$ cat src/rtl/add_sub_arbiter_if.sv
// add_sub_arbiter_if: request/response/datapath bundle between two clients, the arbiter and prog_add_sub.
// Signal prefixes are from the arbiter's point of view (slave modport).
interface add_sub_arbiter_if #(parameter int DATA_WD = 4);
  logic [1:0]           i_req_vld;
  logic [1:0]           o_req_rdy;
  logic [2*DATA_WD-1:0] i_req_a;
  logic [2*DATA_WD-1:0] i_req_b;
  logic [1:0]           i_req_mode;
  logic [DATA_WD-1:0]   o_dp_a;
  logic [DATA_WD-1:0]   o_dp_b;
  logic                 o_dp_mode;
  logic [DATA_WD:0]     i_dp_arith_out;
  logic                 i_dp_ovr;
  logic                 o_rsp_vld;
  logic                 i_rsp_rdy;
  logic                 o_rsp_id;
  logic [DATA_WD:0]     o_rsp_data;
  logic                 o_rsp_ovr;
  modport slave (
    input  i_req_vld, i_req_a, i_req_b, i_req_mode, i_dp_arith_out, i_dp_ovr, i_rsp_rdy,
    output o_req_rdy, o_dp_a, o_dp_b, o_dp_mode, o_rsp_vld, o_rsp_id, o_rsp_data, o_rsp_ovr
  );
  modport master (
    output i_req_vld, i_req_a, i_req_b, i_req_mode, i_dp_arith_out, i_dp_ovr, i_rsp_rdy,
    input  o_req_rdy, o_dp_a, o_dp_b, o_dp_mode, o_rsp_vld, o_rsp_id, o_rsp_data, o_rsp_ovr
  );
endinterface

$ cat src/rtl/add_sub_arbiter.sv
// add_sub_arbiter: round-robin share of one prog_add_sub datapath between two requesters.
// Optional ADD_SUB_GRANT_CNT_EN adds per-requester 8-bit accepted-request counters.
module add_sub_arbiter #(
  parameter int DATA_WD = 4,
  parameter int DP_LAT  = 1
) (
  input logic i_clk,
  input logic i_rst_n,
  add_sub_arbiter_if.slave bus
`ifdef ADD_SUB_GRANT_CNT_EN
  ,
  output logic [7:0] o_gnt_cnt0,
  output logic [7:0] o_gnt_cnt1
`endif
);
  localparam int CW = $clog2(DP_LAT + 1);
  localparam logic [1:0] S_IDLE = 2'd0, S_EXEC = 2'd1, S_RESP = 2'd2;
  logic [1:0]         r_state;
  logic               r_ptr, r_id, r_dp_mode, r_rsp_vld, r_rsp_id, r_rsp_ovr;
  logic [CW-1:0]      r_cnt;
  logic [DATA_WD-1:0] r_dp_a, r_dp_b;
  logic [DATA_WD:0]   r_rsp_data;
  logic               w_acc, w_gnt;
  logic [1:0]         w_rdy;
  assign w_acc = (r_state == S_IDLE) && |bus.i_req_vld;
  // Contention goes to the pointer; a lone requester wins regardless of it.
  assign w_gnt = &bus.i_req_vld ? r_ptr : bus.i_req_vld[1];
  assign w_rdy = w_acc ? (w_gnt ? 2'b10 : 2'b01) : 2'b00;
  assign bus.o_req_rdy  = w_rdy;
  assign bus.o_dp_a     = r_dp_a;
  assign bus.o_dp_b     = r_dp_b;
  assign bus.o_dp_mode  = r_dp_mode;
  assign bus.o_rsp_vld  = r_rsp_vld;
  assign bus.o_rsp_id   = r_rsp_id;
  assign bus.o_rsp_data = r_rsp_data;
  assign bus.o_rsp_ovr  = r_rsp_ovr;
  always_ff @(posedge i_clk or negedge i_rst_n) begin
    if (!i_rst_n) begin
      r_state    <= S_IDLE;
      r_ptr      <= 1'b0;
      r_id       <= 1'b0;
      r_cnt      <= '0;
      r_dp_a     <= '0;
      r_dp_b     <= '0;
      r_dp_mode  <= 1'b0;
      r_rsp_vld  <= 1'b0;
      r_rsp_id   <= 1'b0;
      r_rsp_data <= '0;
      r_rsp_ovr  <= 1'b0;
    end else begin
      case (r_state)
        S_IDLE: if (w_acc) begin
          r_dp_a    <= w_gnt ? bus.i_req_a[2*DATA_WD-1:DATA_WD] : bus.i_req_a[DATA_WD-1:0];
          r_dp_b    <= w_gnt ? bus.i_req_b[2*DATA_WD-1:DATA_WD] : bus.i_req_b[DATA_WD-1:0];
          r_dp_mode <= bus.i_req_mode[w_gnt];
          r_id      <= w_gnt;
          r_cnt     <= CW'(DP_LAT - 1);
          r_state   <= S_EXEC;
        end
        S_EXEC: if (r_cnt == '0) begin
          r_rsp_data <= bus.i_dp_arith_out;
          r_rsp_ovr  <= bus.i_dp_ovr;
          r_rsp_id   <= r_id;
          r_rsp_vld  <= 1'b1;
          r_state    <= S_RESP;
        end else begin
          r_cnt <= r_cnt - CW'(1);
        end
        S_RESP: if (bus.i_rsp_rdy) begin
          r_rsp_vld <= 1'b0;
          r_ptr     <= ~r_rsp_id;
          r_state   <= S_IDLE;
        end
        default: r_state <= S_IDLE;
      endcase
    end
  end
`ifdef ADD_SUB_GRANT_CNT_EN
  always_ff @(posedge i_clk or negedge i_rst_n) begin
    if (!i_rst_n) begin
      o_gnt_cnt0 <= 8'd0;
      o_gnt_cnt1 <= 8'd0;
    end else begin
      o_gnt_cnt0 <= o_gnt_cnt0 + 8'(w_rdy[0]);
      o_gnt_cnt1 <= o_gnt_cnt1 + 8'(w_rdy[1]);
    end
  end
`endif
endmodule

$ cat src/flat_wrapper.sv
// flat-port wrapper written by rule: the top's interface ports become plain ports
module add_sub_arbiter_flat 
#(
  parameter int DATA_WD = 4,
  parameter int DP_LAT  = 1
)
  (i_clk, i_rst_n, bus_i_req_vld, bus_i_req_a, bus_i_req_b, bus_i_req_mode, bus_i_dp_arith_out, bus_i_dp_ovr, bus_i_rsp_rdy, bus_o_req_rdy, bus_o_dp_a, bus_o_dp_b, bus_o_dp_mode, bus_o_rsp_vld, bus_o_rsp_id, bus_o_rsp_data, bus_o_rsp_ovr);
  add_sub_arbiter_if #(.DATA_WD(DATA_WD)) bus_i ();
  input logic i_clk;
  input logic i_rst_n;
  input wire logic [$bits(bus_i.i_req_vld)-1:0] bus_i_req_vld;
  input wire logic [$bits(bus_i.i_req_a)-1:0] bus_i_req_a;
  input wire logic [$bits(bus_i.i_req_b)-1:0] bus_i_req_b;
  input wire logic [$bits(bus_i.i_req_mode)-1:0] bus_i_req_mode;
  input wire logic [$bits(bus_i.i_dp_arith_out)-1:0] bus_i_dp_arith_out;
  input wire logic [$bits(bus_i.i_dp_ovr)-1:0] bus_i_dp_ovr;
  input wire logic [$bits(bus_i.i_rsp_rdy)-1:0] bus_i_rsp_rdy;
  output wire logic [$bits(bus_i.o_req_rdy)-1:0] bus_o_req_rdy;
  output wire logic [$bits(bus_i.o_dp_a)-1:0] bus_o_dp_a;
  output wire logic [$bits(bus_i.o_dp_b)-1:0] bus_o_dp_b;
  output wire logic [$bits(bus_i.o_dp_mode)-1:0] bus_o_dp_mode;
  output wire logic [$bits(bus_i.o_rsp_vld)-1:0] bus_o_rsp_vld;
  output wire logic [$bits(bus_i.o_rsp_id)-1:0] bus_o_rsp_id;
  output wire logic [$bits(bus_i.o_rsp_data)-1:0] bus_o_rsp_data;
  output wire logic [$bits(bus_i.o_rsp_ovr)-1:0] bus_o_rsp_ovr;
  assign bus_i.i_req_vld = bus_i_req_vld;
  assign bus_i.i_req_a = bus_i_req_a;
  assign bus_i.i_req_b = bus_i_req_b;
  assign bus_i.i_req_mode = bus_i_req_mode;
  assign bus_i.i_dp_arith_out = bus_i_dp_arith_out;
  assign bus_i.i_dp_ovr = bus_i_dp_ovr;
  assign bus_i.i_rsp_rdy = bus_i_rsp_rdy;
  assign bus_o_req_rdy = bus_i.o_req_rdy;
  assign bus_o_dp_a = bus_i.o_dp_a;
  assign bus_o_dp_b = bus_i.o_dp_b;
  assign bus_o_dp_mode = bus_i.o_dp_mode;
  assign bus_o_rsp_vld = bus_i.o_rsp_vld;
  assign bus_o_rsp_id = bus_i.o_rsp_id;
  assign bus_o_rsp_data = bus_i.o_rsp_data;
  assign bus_o_rsp_ovr = bus_i.o_rsp_ovr;
  add_sub_arbiter #(.DATA_WD(DATA_WD), .DP_LAT(DP_LAT)) u_core (.i_clk(i_clk), .i_rst_n(i_rst_n), .bus(bus_i));
endmodule
$ cat config.mk
export PLATFORM = sky130hd
export DESIGN_NAME = add_sub_arbiter_flat
export DESIGN_NICKNAME = d
export VERILOG_FILES = /design/src/rtl/add_sub_arbiter_if.sv /design/src/rtl/add_sub_arbiter.sv /design/src/flat_wrapper.sv
export SDC_FILE = /design/constraint.sdc
export NUM_CORES = 1
export LEC_CHECK = 0
export CAP_MARGIN = 20
export CORE_MARGIN = 2
export CORE_UTILIZATION = 42
export DETAILED_ROUTE_END_ITERATION = 8
export PLACE_DENSITY = 0.93
export SYNTH_ARGS = -nofsm -noshare
export SYNTH_HDL_FRONTEND = slang
export SYNTH_SLANG_ARGS = --single-unit
$ cat constraint.sdc
create_clock -name i_clk -period 2.1 [get_ports i_clk]
set_input_delay 0.315 -clock i_clk [delete_from_list [all_inputs] [get_ports i_clk]]
set_output_delay 0.315 -clock i_clk [all_outputs]
set_load 0.02 [all_outputs]
# Word-level counts from Yosys, hierarchy flattened
# Index checks and enable logic that the tools add are counted.
[word_totals]
in_bits = 29
output_inout_bits = 19
ff_bits = 22
elab_cells = 49
[classes]
magnitude_cmp = 1
add_sub_neg = 1
eq_ne = 5
reduce_logical = 12
muxes = 17
bitwise_logic = 2
[op_table]
columns = ["op", "count"]
rows = [
  ["$mux W2", 5],
  ["$reduce_and A2 Y1", 5],
  ["$mux W4", 2],
  ["$mux W1", 7],
  ["$pmux W2 S3", 1],
  ["$reduce_and A3 Y1", 2],
  ["$ne A2 B2 Y1 const B", 2],
  ["$pmux W1 S2", 2],
  ["$reduce_bool A2 Y1", 2],
  ["$eq A2 B1 Y1 const B", 1],
  ["$eq A2 B2 Y1 const B", 1],
  ["$logic_not A2 Y1", 1],
  ["$lt A1 B2 Y1 const B", 1],
  ["$ne A2 B1 Y1 const B", 1],
  ["$not A1 Y1", 2],
  ["$reduce_or A2 Y1", 1],
  ["$logic_and A1 B1 Y1", 1],
  ["$sub A1 B1 Y1 const B", 1],
]

# Logic depth before layout (Yosys ltp)
# Gate-level depths: netlist (run 1).
[depth]
word_depth = 4
mapped_depth = 5
mapped_depth_nobuf = 4

# Worst setup path before layout (run 1)
# No wires, ideal clock.
[synth_path]
kind = "register -> output"
start = "reg u_core.r_ptr"
end = "out bus_o_req_rdy[0]"
t_required_ns = 1.785
arrival_ns = 1.048
path_slack_ns = 0.737
path_stages_with_launch = 4
n_path_buf = 1
path_cell_list = "dfrtp_1 -> nand2b_1 -> buf_2 -> a21oi_1"
[synth_via]
elab_chain_len = 3
[synth_rtl]
columns = ["item", "line", "text"]
rows = [
  ["from (decl)", "add_sub_arbiter.sv:19", "logic r_ptr, r_id, r_dp_mode, r_rsp_vld, r_rsp_id, r_rsp_ovr;"],
  ["from (signal assigned)", "add_sub_arbiter.sv:71", "r_ptr <= ~r_rsp_id;"],
  ["$mux W1", "add_sub_arbiter.sv:27", "assign w_gnt = &bus.i_req_vld ? r_ptr : bus.i_req_vld[1];"],
  ["$mux W2 (2 in a row)", "add_sub_arbiter.sv:28", "assign w_rdy = w_acc ? (w_gnt ? 2'b10 : 2'b01) : 2'b00;"],
  ["to (decl)", "flat_wrapper.sv:18", "output wire logic [$bits(bus_i.o_req_rdy)-1:0] bus_o_req_rdy;"],
]
# Every way passes these cells.

# Worst setup path after layout (run 1)
[layout_path]
start = "in bus_i_req_vld[0]"
end = "out bus_o_req_rdy[0]"
[layout_via]
elab_chain_len = 4
word_cells_on_any_way = 6
cone_classes = "mux: 3; reduce/logical: 3"
[layout_rtl]
columns = ["item", "line", "text"]
rows = [
  ["from (decl)", "flat_wrapper.sv:11", "input wire logic [$bits(bus_i.i_req_vld)-1:0] bus_i_req_vld;"],
  ["$reduce_and A2 Y1", "add_sub_arbiter.sv:27", ""],
  ["$mux W1", "add_sub_arbiter.sv:27", ""],
  ["$mux W2", "add_sub_arbiter.sv:28", ""],
  ["$mux W2 (*)", "add_sub_arbiter.sv:28", ""],
]
# Every way passes the cells marked *; elsewhere a longest branch is shown, timed or not.

==> results_dict.tcl, run 1 <==
set metrics [dict create \
    crit_type "in2out" \
    die_x_um 52.4 \
    critical_path_required_ps 1780 \
    pin_count 48 \
    synth_cells 89 \
    first_pass_iters 4 \
    outcome "finished, final reports clean" \
    min_period_over_period_pct 80.5 \
    nNetsFinal 173 \
    max_freq_mhz 591 \
    ir_drop_mv 0.966 \
    hpwlAfterDp_mm 1.84 \
    cts_tree "done" \
    slew-limit-headroom_pct 64.9 \
    synth_seq_cells 21 \
    fp-row-count 17 \
    insertion_delay_ps 300 \
    min_period_ps 1690 \
    powerDensity_mw_per_mm2 1420 \
    grt_pass1_wl_mm 3.86 \
    rsz0062_at_grt "false" \
    post-route-util_pct 70.0 \
    synth_warnings 0 \
    worst_pin_slew_ps 525 \
    wl_per_cell_um 13.7 \
    drt_iter0_markers 7 \
    end_kind "output pin" \
    cts_num_sinks 21 \
    area_growth_pct 57.3 \
    cts-buffers-inserted 3 \
    nFillCells 167 \
    synth_area_leaders "dfrtp_1 (53%), mux2_4 (11%), a21oi_1 (6.1%), a31oi_1 (5.7%), o21ai_0 (5.1%)" \
    synth.largest_area_cell "dfrtp_1" \
    seq_area_frac_synth_pct 53.4 \
    grt_start_max_net_pins 22 \
    gr-total-overflow 0 \
    vias_per_cell 5.23 \
    dpl-instance-area_sq_mm 0.00151 \
    finalSetupTns_ps 0 \
    hp-class "in2async" \
    mostFrequentLayoutCells "clkdlybuf4s50_1 (45), dfrtp_1 (21), a21oi_1 (12), o21ai_0 (10)" \
    diodes 0 \
    finalPower_mw 2.19 \
    maxCapViolations 0 \
    place_congestion 0.761 \
    antenna_found_initial 0 \
    hold_viol 0 \
    num_vias 895 \
    ys_types 23 \
    core-area_sq_mm 0.00221 \
    cts_buffer_depth 2 \
    drtAntennaViolNets 0 \
    netlist_area_sq_um 985 \
    syn_avg_cell_area_sq_um 11.1 \
    whs_ps 342 \
    fin_area_sq_mm 0.00155 \
    setup_violations 0 \
    cts_root_buf "clkbuf_4" \
    routed_wl_mm 2.34 \
    synth_nets 118 \
    mostFrequentLayoutCell "clkdlybuf4s50_1" \
    grt_pass1_vias 872 \
    fp.dieArea_sq_mm 0.00275 \
    start_util_pct 44.5 \
    dieHeight_um 52.4 \
    path_clk_slew_ps 120 \
    yosys.area.top_type_share_pct 53.4 \
    critPathLaunchType "input pin" \
    skew_ps 7.26 \
    path_max_fanout 3 \
    maxSlewViolCount 0 \
    drcViolationCount 0 \
    portBuffers 47 \
    critPathArrivalTime_ps 1380 \
    p_leak_nw 0.680 \
    grt.total_usage_pct 19.1 \
    holdBufCountCts 0 \
    htree_levels 1 \
    drive_above_1_share_pct 16.8 \
]
power breakdown:
part	total (mW)	switching, mW	leakage (nW)	internal [mW]
sequential	0.754	0.144	0.244	0.610
clock	0.187	0.116	0.0177	0.0708
combinational	1.25	0.589	0.418	0.664
total	2.19	0.849	0.680	1.34
kinds of logic (layout without fill, tap and decap cells):
family	after synthesis	in the layout	share of synthesized area, %
compound gates	32	32	17.7
buf+inv	8	62	5.34
flops	21	21	53.4
mux	7	7	10.7
simple gates	21	21	13.0
timing repair:
item / CTS / global route
endpoints found under the hold margin: 0 / 0
setup endpoints to repair: 0 / 2
setup buffers: 0 / 0
resized for setup: 0 / 3
through the flow:
stage	setup slack (ps)	std cells
floorplan	737	89
global placement	54.0	167
detailed placement	5.81	167
CTS	3.36	171
global route	347	171
finish	409	171
cell usage after synthesis (all sizes together):
| library cell | number |
|---|---|
| nor3b | 1 |
| nand2 | 3 |
| a21o | 1 |
| dfrtp | 21 |
| buf | 4 |
| or2 | 2 |
| clkbuf | 1 |
| nor2b | 2 |
| and3 | 1 |
| a31oi | 9 |
| o21ai | 10 |
| mux2 | 7 |
| inv | 3 |
| nand3 | 9 |
| a21oi | 12 |
| nor2 | 1 |
| nand2b | 1 |
| nand3b | 1 |
final timing paths:
check / to / depth (start not counted) / startpoint / slack, ps
worst min-delay path: u_core.bus.o_rsp_vld / 2 / i_rst_n / 340
min in group i_clk: u_core.r_id / 1 / u_core.r_id / 490
max in group asynchronous: u_core.bus.o_rsp_data[1] / 2 / i_rst_n / 1550
worst max register to register: u_core.bus.o_dp_b[2] / 3 / u_core.r_ptr / 800
worst min register to register: u_core.r_id / 1 / u_core.r_id / 490
worst max-delay path: bus_o_req_rdy[0] / 5 / bus_i_req_vld[0] / 410
area by class of cell:
class	count	area, sq um	share of cell area, %
Clock inverter	1	5.00	0.323
Sequential cell	21	526	33.9
Multi-Input combinational cell	60	412	26.6
Clock buffer	3	22.5	1.45
Tap cell	28	35.0	2.26
Timing Repair Buffer	55	536	34.6
Inverter	3	13.8	0.889
flip-flops by register name, summed over array words and instances, names as in the netlist:
name / count
u_core.bus.o_dp_mode: 1
u_core.bus.o_rsp_data: 5
u_core.r_id: 1
u_core.r_ptr: 1
u_core.bus.o_rsp_id: 1
u_core.bus.o_dp_b: 4
u_core.bus.o_rsp_vld: 1
u_core.r_state: 2
u_core.bus.o_rsp_ovr: 1
u_core.bus.o_dp_a: 4
per-layer routing:
layer | vias up | GRT usage (%) | share of wire (%)
li1 | 429 | - | -
met1 | 417 | 22.0 | 40
met2 | 47 | 34.8 | 50
met3 | 2 | 4.00 | 9.9
met4 | 0 | 6.41 | 0.34
met5 | - | 0 | 0
worst max-delay path: stages:
cell and delay (ps):
clkdlybuf4s50_1 480, or2_1 170, nand2_4 60, a21oi_1 110
dlymetal6s2s_1 230
Power figures use the tool's default switching activity.
==> inputs of run 2 (changes only) <==
--- a/config.mk
+++ b/config.mk
@@ -7,9 +7,9 @@
 export LEC_CHECK = 0
 export CAP_MARGIN = 20
 export CORE_MARGIN = 2
-export CORE_UTILIZATION = 42
+export CORE_UTILIZATION = 35
 export DETAILED_ROUTE_END_ITERATION = 8
-export PLACE_DENSITY = 0.93
+export PLACE_DENSITY = 0.84
 export SYNTH_ARGS = -nofsm -noshare
 export SYNTH_HDL_FRONTEND = slang
 export SYNTH_SLANG_ARGS = --single-unit
==> constraint.sdc (replaced) <==
create_clock -name i_clk -period 1.4 [get_ports i_clk]
set_input_delay 0.21 -clock i_clk [delete_from_list [all_inputs] [get_ports i_clk]]
set_output_delay 0.21 -clock i_clk [all_outputs]
set_load 0.02 [all_outputs]
==> results_dict.tcl, run 2 (synthesis gave the netlist of run 1 again) <==
set metrics [dict create \
    outcome "finished with violations" \
    violations "setup timing" \
    nFillCells 250 \
    dieHeight_um 57.0 \
    cts-buffers-inserted 3 \
    end_kind "output pin" \
    hp-class "in2async" \
    mostFrequentLayoutCell "clkdlybuf4s50_1" \
    mostFrequentLayoutCells "clkdlybuf4s50_1 (27), dfrtp_1 (20), dlygate4sd2_1 (17), buf_4 (13), a21oi_1 (11)" \
    fin_area_sq_mm 0.00161 \
    sequentialPowerShare_pct 32.8 \
    grt_pass1_wl_mm 4.34 \
    core-area_sq_mm 0.00271 \
    vias_per_cell 5.18 \
    min_period_over_period_pct 101 \
    grt.met2_usage_pct 30.4 \
    drive_above_1_share_pct 24.2 \
    fp.dieArea_sq_mm 0.00325 \
    drcViolationCount 0 \
    finalPower_mw 3.36 \
    setup_ws_ps -18.7 \
    antenna_found_initial 0 \
    maxCapViolations 0 \
    busiest_layer "met2" \
    largest_register_ffs 5 \
    fp-row-count 19 \
    min_period_ps 1420 \
    start_util_pct 36.3 \
    path_clk_slew_ps 110 \
    p_clk_share_pct 8.4 \
    grt_start_max_net_pins 22 \
    grt.total_usage_pct 16.7 \
    die_x_um 57.0 \
    wl_per_cell_um 14.5 \
    drt_iter0_markers 15 \
    ir_drop_mv 1.42 \
    holdBufCountCts 0 \
    diodes 0 \
    drtAntennaViolNets 0 \
    area_growth_pct 63.5 \
    intPower_mw 2.03 \
    met1_usage_pct 19.3 \
    skew_ps 1.50 \
    cts_root_buf "clkbuf_4" \
    portBuffers 47 \
    grt_pass1_vias 956 \
    critical_path_required_ps 1190 \
    whs_ps 246 \
    dp.cells 171 \
    rsz0062_at_grt "true" \
    cts_num_sinks 21 \
    dpl-instance-area_sq_mm 0.00152 \
    hold_viol 0 \
    met3_usage_pct 5.22 \
    hpwlAfterDp_mm 1.92 \
    num_vias 933 \
    crit_type "reg2out" \
    max_freq_mhz 705 \
    slew-limit-headroom_pct 81.9 \
    gr-total-overflow 0 \
    insertion_delay_ps 290 \
    maxSlewViolCount 0 \
    worst_pin_slew_ps 271 \
    finalNonFillerCells 180 \
    first_pass_iters 4 \
    combPwrFrac_pct 58.8 \
    nNetsFinal 179 \
    pin_count 48 \
    switching_power_mw 1.34 \
    dp_slack_ps -471 \
    cts_buffer_depth 2 \
    critPathArrivalTime_ps 1210 \
    setup_violations 2 \
    p_leak_nw 0.722 \
    path_max_fanout 3 \
    htree_levels 1 \
    critPathLaunchType "flop" \
    cts_tree "done" \
    routed_wl_mm 2.61 \
    place_congestion 0.779 \
    switching_share_pct 39.7 \
    powerDensity_mw_per_mm2 2090 \
]
[run 2: cell count changes in the layout (fill, tap and decap cells not counted), moves of 2 or more]
cell             change
buf_4                +5
clkdlybuf4s50_1     -18
buf_6                +2
dlygate4sd2_1       +17
[run 2: through the flow]
stage               utilization [%]  setup TNS, ps
floorplan                         -              0
detailed placement             56.2          -3020
global placement               56.2          -2650
finish                         59.4          -37.3
CTS                            57.7          -93.7
global route                   59.4           -242
[run 2: worst max-delay path: stages, from the launching register on]
cell     delay (ps)
dfrtp_1         420
nor2_4          180
and3_4          210
buf_6           110
[run 2: per-layer routing]
metal	share of wire, %	up-vias
li1	-	443
met1	38	440
met2	51	46
met3	10	4
met4	0.73	0
met5	0	-
[run 2: worst paths after layout]
kind	startpoint	endpoint	slack (ps)	cells after the start
max reg2reg	u_core.r_state[0]	u_core.bus.o_dp_b[1]	60	7
min	i_rst_n	u_core.bus.o_dp_b[3]	250	2
max	u_core.r_state[0]	bus_o_req_rdy[1]	-20	3
max in group asynchronous	i_rst_n	u_core.r_state[1]	920	2
min in group i_clk	bus_i_req_vld[0]	u_core.r_id	480	4
min reg2reg	u_core.bus.o_rsp_id	u_core.r_ptr	510	1
[run 2: power by group through the flow]
| stage | Clock, mW | Combinational [mW] | Sequential, mW |
|---|---|---|---|
| detailed placement | 0 | 1.93 | 1.12 |
| finish | 0.284 | 1.98 | 1.10 |
| floorplan | 0 | 0.794 | 1.41 |
| CTS | 0.295 | 1.86 | 1.10 |
| global placement | 0 | 1.89 | 1.11 |
| global route | 0.319 | 2.13 | 1.14 |
[run 2: cell type report]
type | count | area, sq um | area share [%]
multi-input combinational | 60 | 433 | 26.9
sequential | 21 | 527 | 32.7
timing repair buffer | 61 | 572 | 35.5
inverter | 3 | 13.8 | 0.855
clock buffer | 4 | 26.3 | 1.63
tap | 31 | 38.8 | 2.41
[run 2: timing repair]
| item | 4_1_cts | 5_1_grt |
|---|---|---|
| buffers inserted | 3 | 2 |
| pin swaps | 1 | 2 |
| endpoints found under the setup margin | 27 | 9 |
| resized for setup | 32 | 5 |
| cloned | 0 | 0 |
